**src/rtl/cache_ctrl_2way_if.sv**
```systemverilog
`default_nettype none
// ============================================================================
//  Module      : cache_ctrl_2way_if
//  Description : CPU read port and memory block-fetch port bundle for the
//                2-way set-associative read cache controller.
//  Revision    : 1.0 - initial release
// ============================================================================
interface cache_ctrl_2way_if #(
    parameter int ADDR_WIDTH     = 32,
    parameter int BLOCK_SIZE_BIT = 128,
    parameter int WORD_BIT       = 32
);
    // CPU side
    logic                      cpu_req_valid;
    logic [ADDR_WIDTH-1:0]     cpu_req_addr;
    logic                      cpu_req_ready;
    logic                      cpu_resp_valid;
    logic [WORD_BIT-1:0]       cpu_resp_data;
    // Memory side
    logic                      mem_req_valid;
    logic [ADDR_WIDTH-1:0]     mem_req_addr;
    logic                      mem_req_ready;
    logic                      mem_resp_valid;
    logic [BLOCK_SIZE_BIT-1:0] mem_resp_data;
    // Control / status
    logic                      flush;
    logic [15:0]               hit_cnt;
    logic [15:0]               miss_cnt;

    // Environment view: drives CPU requests, memory responses and flush
    modport master (
        output cpu_req_valid, cpu_req_addr, mem_req_ready, mem_resp_valid,
               mem_resp_data, flush,
        input  cpu_req_ready, cpu_resp_valid, cpu_resp_data, mem_req_valid,
               mem_req_addr, hit_cnt, miss_cnt
    );

    // Controller view
    modport slave (
        input  cpu_req_valid, cpu_req_addr, mem_req_ready, mem_resp_valid,
               mem_resp_data, flush,
        output cpu_req_ready, cpu_resp_valid, cpu_resp_data, mem_req_valid,
               mem_req_addr, hit_cnt, miss_cnt
    );
endinterface
`default_nettype wire

```
**src/rtl/cache_ctrl_2way.sv**
```systemverilog
`default_nettype none
// ============================================================================
//  Module      : cache_ctrl_2way
//  Description : 2-way set-associative read-only cache controller. Owns tag,
//                valid, LRU and data arrays; sequences lookup, miss refill
//                and set-by-set flush.
//  Revision    : 1.0 - initial release
// ============================================================================
module cache_ctrl_2way #(
    parameter int ADDR_WIDTH     = 32,
    parameter int INDEX_BITS     = 4,
    parameter int BLOCK_SIZE_BIT = 128,
    parameter int WORD_BIT       = 32
) (
    input  wire logic          clk,
    input  wire logic          reset,
    cache_ctrl_2way_if.slave   bus
);
    localparam int SETS     = 2 ** INDEX_BITS;
    localparam int TAG_BITS = ADDR_WIDTH - INDEX_BITS - 4;

    localparam logic [2:0] S_IDLE      = 3'd0;
    localparam logic [2:0] S_LOOKUP    = 3'd1;
    localparam logic [2:0] S_MISS_REQ  = 3'd2;
    localparam logic [2:0] S_MISS_WAIT = 3'd3;
    localparam logic [2:0] S_FLUSH     = 3'd4;

    // Control state
    logic [2:0]            state_q, state_d;
    logic [ADDR_WIDTH-1:0] addr_q, addr_d;
    logic                  victim_q, victim_d;
    logic [INDEX_BITS-1:0] flush_cnt_q, flush_cnt_d;
    logic [SETS-1:0]       valid0_q, valid0_d;
    logic [SETS-1:0]       valid1_q, valid1_d;
    logic [SETS-1:0]       lru_q, lru_d;          // names the way to evict next
    logic                  resp_valid_q, resp_valid_d;
    logic [WORD_BIT-1:0]   resp_data_q, resp_data_d;
    logic                  mem_req_valid_q, mem_req_valid_d;
    logic [ADDR_WIDTH-1:0] mem_req_addr_q, mem_req_addr_d;
    logic [15:0]           hit_cnt_q, hit_cnt_d;
    logic [15:0]           miss_cnt_q, miss_cnt_d;

    // Storage arrays (not reset; qualified by the valid bits)
    logic [TAG_BITS-1:0]       tag0_q  [SETS];
    logic [TAG_BITS-1:0]       tag1_q  [SETS];
    logic [BLOCK_SIZE_BIT-1:0] data0_q [SETS];
    logic [BLOCK_SIZE_BIT-1:0] data1_q [SETS];

    // Decoded fields of the latched request
    logic [TAG_BITS-1:0]   w_tag;
    logic [INDEX_BITS-1:0] w_index;
    logic [1:0]            w_offset;
    logic                  w_hit0;
    logic                  w_hit1;
    logic                  w_victim;
    logic                  w_ready;
    logic                  w_fill;
    logic                  w_unused;

    assign w_tag    = addr_q[ADDR_WIDTH-1 -: TAG_BITS];
    assign w_index  = addr_q[INDEX_BITS+3:4];
    assign w_offset = addr_q[3:2];
    assign w_unused = ^addr_q[1:0];   // byte-within-word bits carry no meaning

    assign w_hit0   = valid0_q[w_index] && (tag0_q[w_index] == w_tag);
    assign w_hit1   = valid1_q[w_index] && (tag1_q[w_index] == w_tag);
    // First invalid way wins, otherwise the LRU way
    assign w_victim = !valid0_q[w_index] ? 1'b0 :
                      !valid1_q[w_index] ? 1'b1 : lru_q[w_index];

    assign w_ready  = (state_q == S_IDLE) && !bus.flush && !reset;
    assign w_fill   = (state_q == S_MISS_WAIT) && bus.mem_resp_valid && !reset;

    assign bus.cpu_req_ready  = w_ready;
    assign bus.cpu_resp_valid = resp_valid_q;
    assign bus.cpu_resp_data  = resp_data_q;
    assign bus.mem_req_valid  = mem_req_valid_q;
    assign bus.mem_req_addr   = mem_req_addr_q;
    assign bus.hit_cnt        = hit_cnt_q;
    assign bus.miss_cnt       = miss_cnt_q;

    function automatic logic [WORD_BIT-1:0] sel_word(
        input logic [BLOCK_SIZE_BIT-1:0] blk,
        input logic [1:0]                off
    );
        logic [WORD_BIT-1:0] w;
        w = blk[WORD_BIT-1:0];
        case (off)
            2'd1:    w = blk[1*WORD_BIT +: WORD_BIT];
            2'd2:    w = blk[2*WORD_BIT +: WORD_BIT];
            2'd3:    w = blk[3*WORD_BIT +: WORD_BIT];
            default: w = blk[WORD_BIT-1:0];
        endcase
        return w;
    endfunction

    // Next-state logic for the controller FSM and its bookkeeping
    always_comb begin
        state_d         = state_q;
        addr_d          = addr_q;
        victim_d        = victim_q;
        flush_cnt_d     = flush_cnt_q;
        valid0_d        = valid0_q;
        valid1_d        = valid1_q;
        lru_d           = lru_q;
        resp_valid_d    = 1'b0;
        resp_data_d     = resp_data_q;
        mem_req_valid_d = mem_req_valid_q;
        mem_req_addr_d  = mem_req_addr_q;
        hit_cnt_d       = hit_cnt_q;
        miss_cnt_d      = miss_cnt_q;

        case (state_q)
            S_IDLE: begin
                if (bus.flush) begin
                    state_d     = S_FLUSH;
                    flush_cnt_d = '0;
                end else if (bus.cpu_req_valid && w_ready) begin
                    addr_d  = bus.cpu_req_addr;
                    state_d = S_LOOKUP;
                end
            end
            S_LOOKUP: begin
                if (w_hit0 || w_hit1) begin
                    // Way 0 takes priority if both ways ever match
                    resp_data_d    = w_hit0 ? sel_word(data0_q[w_index], w_offset)
                                            : sel_word(data1_q[w_index], w_offset);
                    resp_valid_d   = 1'b1;
                    lru_d[w_index] = w_hit0;
                    hit_cnt_d      = hit_cnt_q + 16'd1;
                    state_d        = S_IDLE;
                end else begin
                    victim_d        = w_victim;
                    miss_cnt_d      = miss_cnt_q + 16'd1;
                    mem_req_valid_d = 1'b1;
                    mem_req_addr_d  = {w_tag, w_index, 4'b0000};
                    state_d         = S_MISS_REQ;
                end
            end
            S_MISS_REQ: begin
                if (bus.mem_req_ready) begin
                    mem_req_valid_d = 1'b0;
                    state_d         = S_MISS_WAIT;
                end
            end
            S_MISS_WAIT: begin
                if (bus.mem_resp_valid) begin
                    if (victim_q) valid1_d[w_index] = 1'b1;
                    else          valid0_d[w_index] = 1'b1;
                    lru_d[w_index] = ~victim_q;
                    resp_data_d    = sel_word(bus.mem_resp_data, w_offset);
                    resp_valid_d   = 1'b1;
                    state_d        = S_IDLE;
                end
            end
            S_FLUSH: begin
                valid0_d[flush_cnt_q] = 1'b0;
                valid1_d[flush_cnt_q] = 1'b0;
                lru_d[flush_cnt_q]    = 1'b0;
                if (flush_cnt_q == INDEX_BITS'(SETS - 1)) state_d = S_IDLE;
                else flush_cnt_d = flush_cnt_q + 1'b1;
            end
            default: state_d = S_IDLE;
        endcase
    end

    // Control and status registers with synchronous reset
    always_ff @(posedge clk) begin
        if (reset) begin
            state_q         <= S_IDLE;
            addr_q          <= '0;
            victim_q        <= 1'b0;
            flush_cnt_q     <= '0;
            valid0_q        <= '0;
            valid1_q        <= '0;
            lru_q           <= '0;
            resp_valid_q    <= 1'b0;
            resp_data_q     <= '0;
            mem_req_valid_q <= 1'b0;
            mem_req_addr_q  <= '0;
            hit_cnt_q       <= '0;
            miss_cnt_q      <= '0;
        end else begin
            state_q         <= state_d;
            addr_q          <= addr_d;
            victim_q        <= victim_d;
            flush_cnt_q     <= flush_cnt_d;
            valid0_q        <= valid0_d;
            valid1_q        <= valid1_d;
            lru_q           <= lru_d;
            resp_valid_q    <= resp_valid_d;
            resp_data_q     <= resp_data_d;
            mem_req_valid_q <= mem_req_valid_d;
            mem_req_addr_q  <= mem_req_addr_d;
            hit_cnt_q       <= hit_cnt_d;
            miss_cnt_q      <= miss_cnt_d;
        end
    end

    // Refill write of the victim way's tag and data
    always_ff @(posedge clk) begin
        if (w_fill) begin
            if (victim_q) begin
                tag1_q[w_index]  <= w_tag;
                data1_q[w_index] <= bus.mem_resp_data;
            end else begin
                tag0_q[w_index]  <= w_tag;
                data0_q[w_index] <= bus.mem_resp_data;
            end
        end
    end
endmodule
`default_nettype wire
```
**src/flat_wrapper.sv**
```systemverilog
// flat-port wrapper written by rule: the top's interface ports become plain ports
module cache_ctrl_2way_flat 
#(
    parameter int ADDR_WIDTH     = 32,
    parameter int INDEX_BITS     = 4,
    parameter int BLOCK_SIZE_BIT = 128,
    parameter int WORD_BIT       = 32
)
  (clk, reset, bus_cpu_req_valid, bus_cpu_req_addr, bus_mem_req_ready, bus_mem_resp_valid, bus_mem_resp_data, bus_flush, bus_cpu_req_ready, bus_cpu_resp_valid, bus_cpu_resp_data, bus_mem_req_valid, bus_mem_req_addr, bus_hit_cnt, bus_miss_cnt);
  cache_ctrl_2way_if #(.ADDR_WIDTH(ADDR_WIDTH), .BLOCK_SIZE_BIT(BLOCK_SIZE_BIT), .WORD_BIT(WORD_BIT)) bus_i ();
  input  wire logic clk;
  input  wire logic reset;
  input wire logic [$bits(bus_i.cpu_req_valid)-1:0] bus_cpu_req_valid;
  input wire logic [$bits(bus_i.cpu_req_addr)-1:0] bus_cpu_req_addr;
  input wire logic [$bits(bus_i.mem_req_ready)-1:0] bus_mem_req_ready;
  input wire logic [$bits(bus_i.mem_resp_valid)-1:0] bus_mem_resp_valid;
  input wire logic [$bits(bus_i.mem_resp_data)-1:0] bus_mem_resp_data;
  input wire logic [$bits(bus_i.flush)-1:0] bus_flush;
  output wire logic [$bits(bus_i.cpu_req_ready)-1:0] bus_cpu_req_ready;
  output wire logic [$bits(bus_i.cpu_resp_valid)-1:0] bus_cpu_resp_valid;
  output wire logic [$bits(bus_i.cpu_resp_data)-1:0] bus_cpu_resp_data;
  output wire logic [$bits(bus_i.mem_req_valid)-1:0] bus_mem_req_valid;
  output wire logic [$bits(bus_i.mem_req_addr)-1:0] bus_mem_req_addr;
  output wire logic [$bits(bus_i.hit_cnt)-1:0] bus_hit_cnt;
  output wire logic [$bits(bus_i.miss_cnt)-1:0] bus_miss_cnt;
  assign bus_i.cpu_req_valid = bus_cpu_req_valid;
  assign bus_i.cpu_req_addr = bus_cpu_req_addr;
  assign bus_i.mem_req_ready = bus_mem_req_ready;
  assign bus_i.mem_resp_valid = bus_mem_resp_valid;
  assign bus_i.mem_resp_data = bus_mem_resp_data;
  assign bus_i.flush = bus_flush;
  assign bus_cpu_req_ready = bus_i.cpu_req_ready;
  assign bus_cpu_resp_valid = bus_i.cpu_resp_valid;
  assign bus_cpu_resp_data = bus_i.cpu_resp_data;
  assign bus_mem_req_valid = bus_i.mem_req_valid;
  assign bus_mem_req_addr = bus_i.mem_req_addr;
  assign bus_hit_cnt = bus_i.hit_cnt;
  assign bus_miss_cnt = bus_i.miss_cnt;
  cache_ctrl_2way #(.ADDR_WIDTH(ADDR_WIDTH), .INDEX_BITS(INDEX_BITS), .BLOCK_SIZE_BIT(BLOCK_SIZE_BIT), .WORD_BIT(WORD_BIT)) u_core (.clk(clk), .reset(reset), .bus(bus_i));
endmodule
```
**config.mk**
```make
export PLATFORM = sky130hd
export DESIGN_NAME = cache_ctrl_2way_flat
export DESIGN_NICKNAME = d
export VERILOG_FILES = /design/src/rtl/cache_ctrl_2way_if.sv /design/src/rtl/cache_ctrl_2way.sv /design/src/flat_wrapper.sv
export SDC_FILE = /design/constraint.sdc
export NUM_CORES = 2
export LEC_CHECK = 0
export ABC_AREA = 0
export CORE_ASPECT_RATIO = 1.1
export CORE_MARGIN = 2
export CORE_UTILIZATION = 50
export CTS_CLUSTER_SIZE = 14
export DETAILED_ROUTE_END_ITERATION = 16
export GPL_ROUTABILITY_DRIVEN = 0
export PLACE_DENSITY = 0.66
export SLEW_MARGIN = 40
export SYNTH_ARGS = -nofsm -noshare
export SYNTH_HDL_FRONTEND = slang
export SYNTH_MEMORY_MAX_BITS = 65536
export SYNTH_SLANG_ARGS = --single-unit
```
**constraint.sdc**
```tcl
create_clock -name clk -period 10.5 [get_ports clk]
set_input_delay 1.05 -clock clk [delete_from_list [all_inputs] [get_ports clk]]
set_output_delay 1.05 -clock clk [all_outputs]
set_load 0.005 [all_outputs]
```
==> impl_metrics.yaml <==
worst_hold_path:
  min_to: "u_core.bus.mem_req_addr[7]"
  whs_path_depth: 2
  hp-start: "reset"
  hp-class: "in2reg"
worst_setup_path:
  path_cells: "buf_12, buf_16, buf_4, mux4_2, mux2i_1, a21oi_1, xnor2_1, or4_4, nor4_4, buf_4, nor3_2, buf_4, or2_4, buf_4, o41ai_1"
  slowest_stage: "dfxtp_4"
  critical_path.max_stage_delay_ps: 780
  path_buf_inv: 6
  worstReg2RegEnd: "u_core.bus.cpu_resp_data[18]"
  cp_num_cells: 15
  reg2reg_depth: 15
  critPathTopFamily: "buffers and inverters"
  critPathMaxFanout: 40
  crit_required_ps: 11390
  crit_path_start_kind: "flop"
  crit_arrival_ps: 7610
  r2r_slack_ps: 3780
  crit_path_frequent_cell: "buf_4"
  path_class: "reg2reg"
  end_kind: "flop"
placed_design:
  placed_cells: 13800
  dp_hpwl_mm: 269
  post-place-ws_ps: 3640
  io_buffers: 258
timing:
  tns_ps: 0
  period_share: 0.640
  relSlewSlack: 0.325
  fin_ws_ps: 3780
  finalHoldViolCount: 0
  drv_slew: 0
  skew_ps: 60.3
  rsz0062_at_grt: "false"
  setup_viol: 0
  fmax_mhz: 149
  min_period_ps: 6720
  tightest_slew_ps: 1010
logic_synthesis:
  postSynthAreaPerCell_um2: 23.1
  synth_edf_count: 4864
  yosys.area.top_type: "edfxtp_1"
  synth-warning-count: 0
  synthArstFlopShare: 0
  synthesis.area_um2: 195000
  ys_seq_area_frac: 0.768
  synth_ff_type: "edfxtp_1"
  synth.area.top_cells: "edfxtp_1 75%, mux4_2 18%, dfxtp_1 1.9%"
  syn-instance-count: 8441
  netlist.area_leader.share: 0.749
  synth_cell_types: 78
  ys_seq_elements: 5048
power_and_ir_drop:
  p_leak_nw: 67.4
  ir_drop_mv: 0.142
  power.density_nw_per_um2: 185
global_routing:
  grt_pass1_vias: 94900
  antenna_found_initial: 55
  grt_overflow: 0
  grt_pass1_wl_mm: 722
  grt_max_degree: 97
  grt_usage: 0.259
finish:
  area_delta_synth_final_pct: 13.7
  layout.nets: 9199
  fin_util: 0.571
  fin_cells: 14700
  layout-drive-gt1-share: 0.284
clock_network:
  insertion_delay_ps: 1000
  tritoncts: "yes"
  hold_buffers: 0
  cts_max_path_buffers: 4
  clk_pin_slew_worst_paths_ps: 60
  clock-root-buffer: "clkbuf_16"
  clock-sinks: 5048
  cts-resized-gates: 0
  postCtsSetupRepairBufs: 0
  htreeDepth: 5
  cts_made_buffers: 470
die:
  pin_count: 265
  die_h_um: 659
  rows: 240
  initial_utilization: 0.502
  die_w_um: 600
  die_area_um2: 395000
  placeableCoreArea_um2: 389000
flow_run:
  cap_violations: 0
status:
  outcome: "finished, final reports clean"
drt:
  drt_iter0_drc: 12900
  vias: 95100
  wire_per_inst_um: 34.9
  first_pass_iters: 8
  post-route-drc-count: 0
  via_per_inst: 6.48
  wl_mm: 513
  drtAntennaViolNets: 0
==> power breakdown <==
group | total (mW) | switching, mW | internal [mW]
Sequential | 22.1 | 0.0336 | 22.1
Combinational | 1.96 | 1.09 | 0.875
Clock | 17.0 | 7.35 | 9.60
==> metrics by stage <==
step	hold slack (ps)	area [µm²]	power (mW)
finish	432	222000	41.0
global route	412	222000	42.1
CTS	363	222000	41.2
detailed placement	479	206000	24.5
global placement	464	205000	24.4
floorplan	470	195000	23.7
==> layout make-up <==
type / instances / area [µm²]
well taps: 5203 / 6510
diodes: 47 / 118
fillers: 27700 / 167000
clock buffers: 608 / 12600
clock inverters: 268 / 2690
flip-flops and latches: 5048 / 150000
inverters: 20 / 82.6
multi-input cells: 2876 / 43400
repair buffers: 611 / 6650
==> registers in the layout, indices dropped and copies added, names as in the netlist, 3 cells and up, named ones only <==
name and count:
u_core.addr_q 30, u_core.bus.cpu_resp_data 32, u_core.bus.hit_cnt 16, u_core.bus.mem_req_addr 28, u_core.bus.miss_cnt 16, u_core.data0_q 2048
u_core.data1_q 2048, u_core.flush_cnt_q 4, u_core.state_q 3, u_core.tag0_q 384, u_core.tag1_q 384, u_core.valid0_q 16
u_core.valid1_q 16
==> synthesized netlist by cell type, types with 4 or more instances <==
cell type,n
o31ai_1,7
and2_0,12
and3_1,23
or3_1,4
a22oi_1,18
nand2b_1,13
nor4_1,12
buf_1,91
nor3b_1,4
a22o_1,9
nand3_1,31
mux4_2,1523
nand3b_1,26
a221oi_1,12
a211oi_1,72
ha_1,6
a31oi_1,29
and2_1,34
and4_1,7
clkbuf_1,278
buf_2,85
nor2_1,168
xnor2_1,50
a21oi_1,103
nand4_1,10
o2111ai_1,9
buf_4,30
o211ai_1,5
dfxtp_1,184
nor2b_1,57
o21ai_0,58
nand2_1,218
edfxtp_1,4864
mux2_2,30
xor2_1,17
buf_6,11
o41ai_1,33
mux2i_1,156
o22ai_1,20
inv_1,17
a311oi_1,17
nor3_1,24
==> metal layers <==
| metal | track usage | vias up | wire [µm] |
|---|---|---|---|
| met5 | 0 | - | 169 |
| met4 | 0.0743 | 26 | 15400 |
| met3 | 0.0451 | 798 | 46800 |
| met2 | 0.421 | 5144 | 252000 |
| met1 | 0.365 | 51800 | 199000 |
| li1 | - | 37300 | - |
==> how the worst max path moves through the flow <==
stage | endpoint | slack, ps
floorplan | u_core.data0_q[11][0] | 1450
global placement | u_core.bus.cpu_resp_data[7] | 3640
detailed placement | u_core.bus.cpu_resp_data[27] | 3640
global route | flop | 3360
CTS | u_core.bus.cpu_resp_data[27] | 3620
finish | u_core.bus.cpu_resp_data[18] | 3780
==> logic make-up after synthesis <==
logic type | share of synthesized area
flops | 0.768
xor+xnor | 0.00301
buf+inv | 0.0119
other cells | 0.0000192
fa+ha+maj | 0.000385
mux | 0.186
compound gates | 0.0150
simple gates | 0.0162
==> cells in the final DEF (no fill, tap or decap), drive strengths merged, types with 29 or more instances in the layout <==
master	count
dfxtp	184
o41ai	33
o21ai	58
clkdlybuf4s50	218
nand2	218
nand3	32
clkinv	200
nor2b	57
xnor2	50
mux2	31
mux2i	156
diode	47
bufinv	47
a31oi	29
a211oi	73
clkbuf	609
and2	46
a21oi	104
edfxtp	4864
nor2	170
buf	392
inv	35
mux4	1525
(Power assumes the default switching activity.)
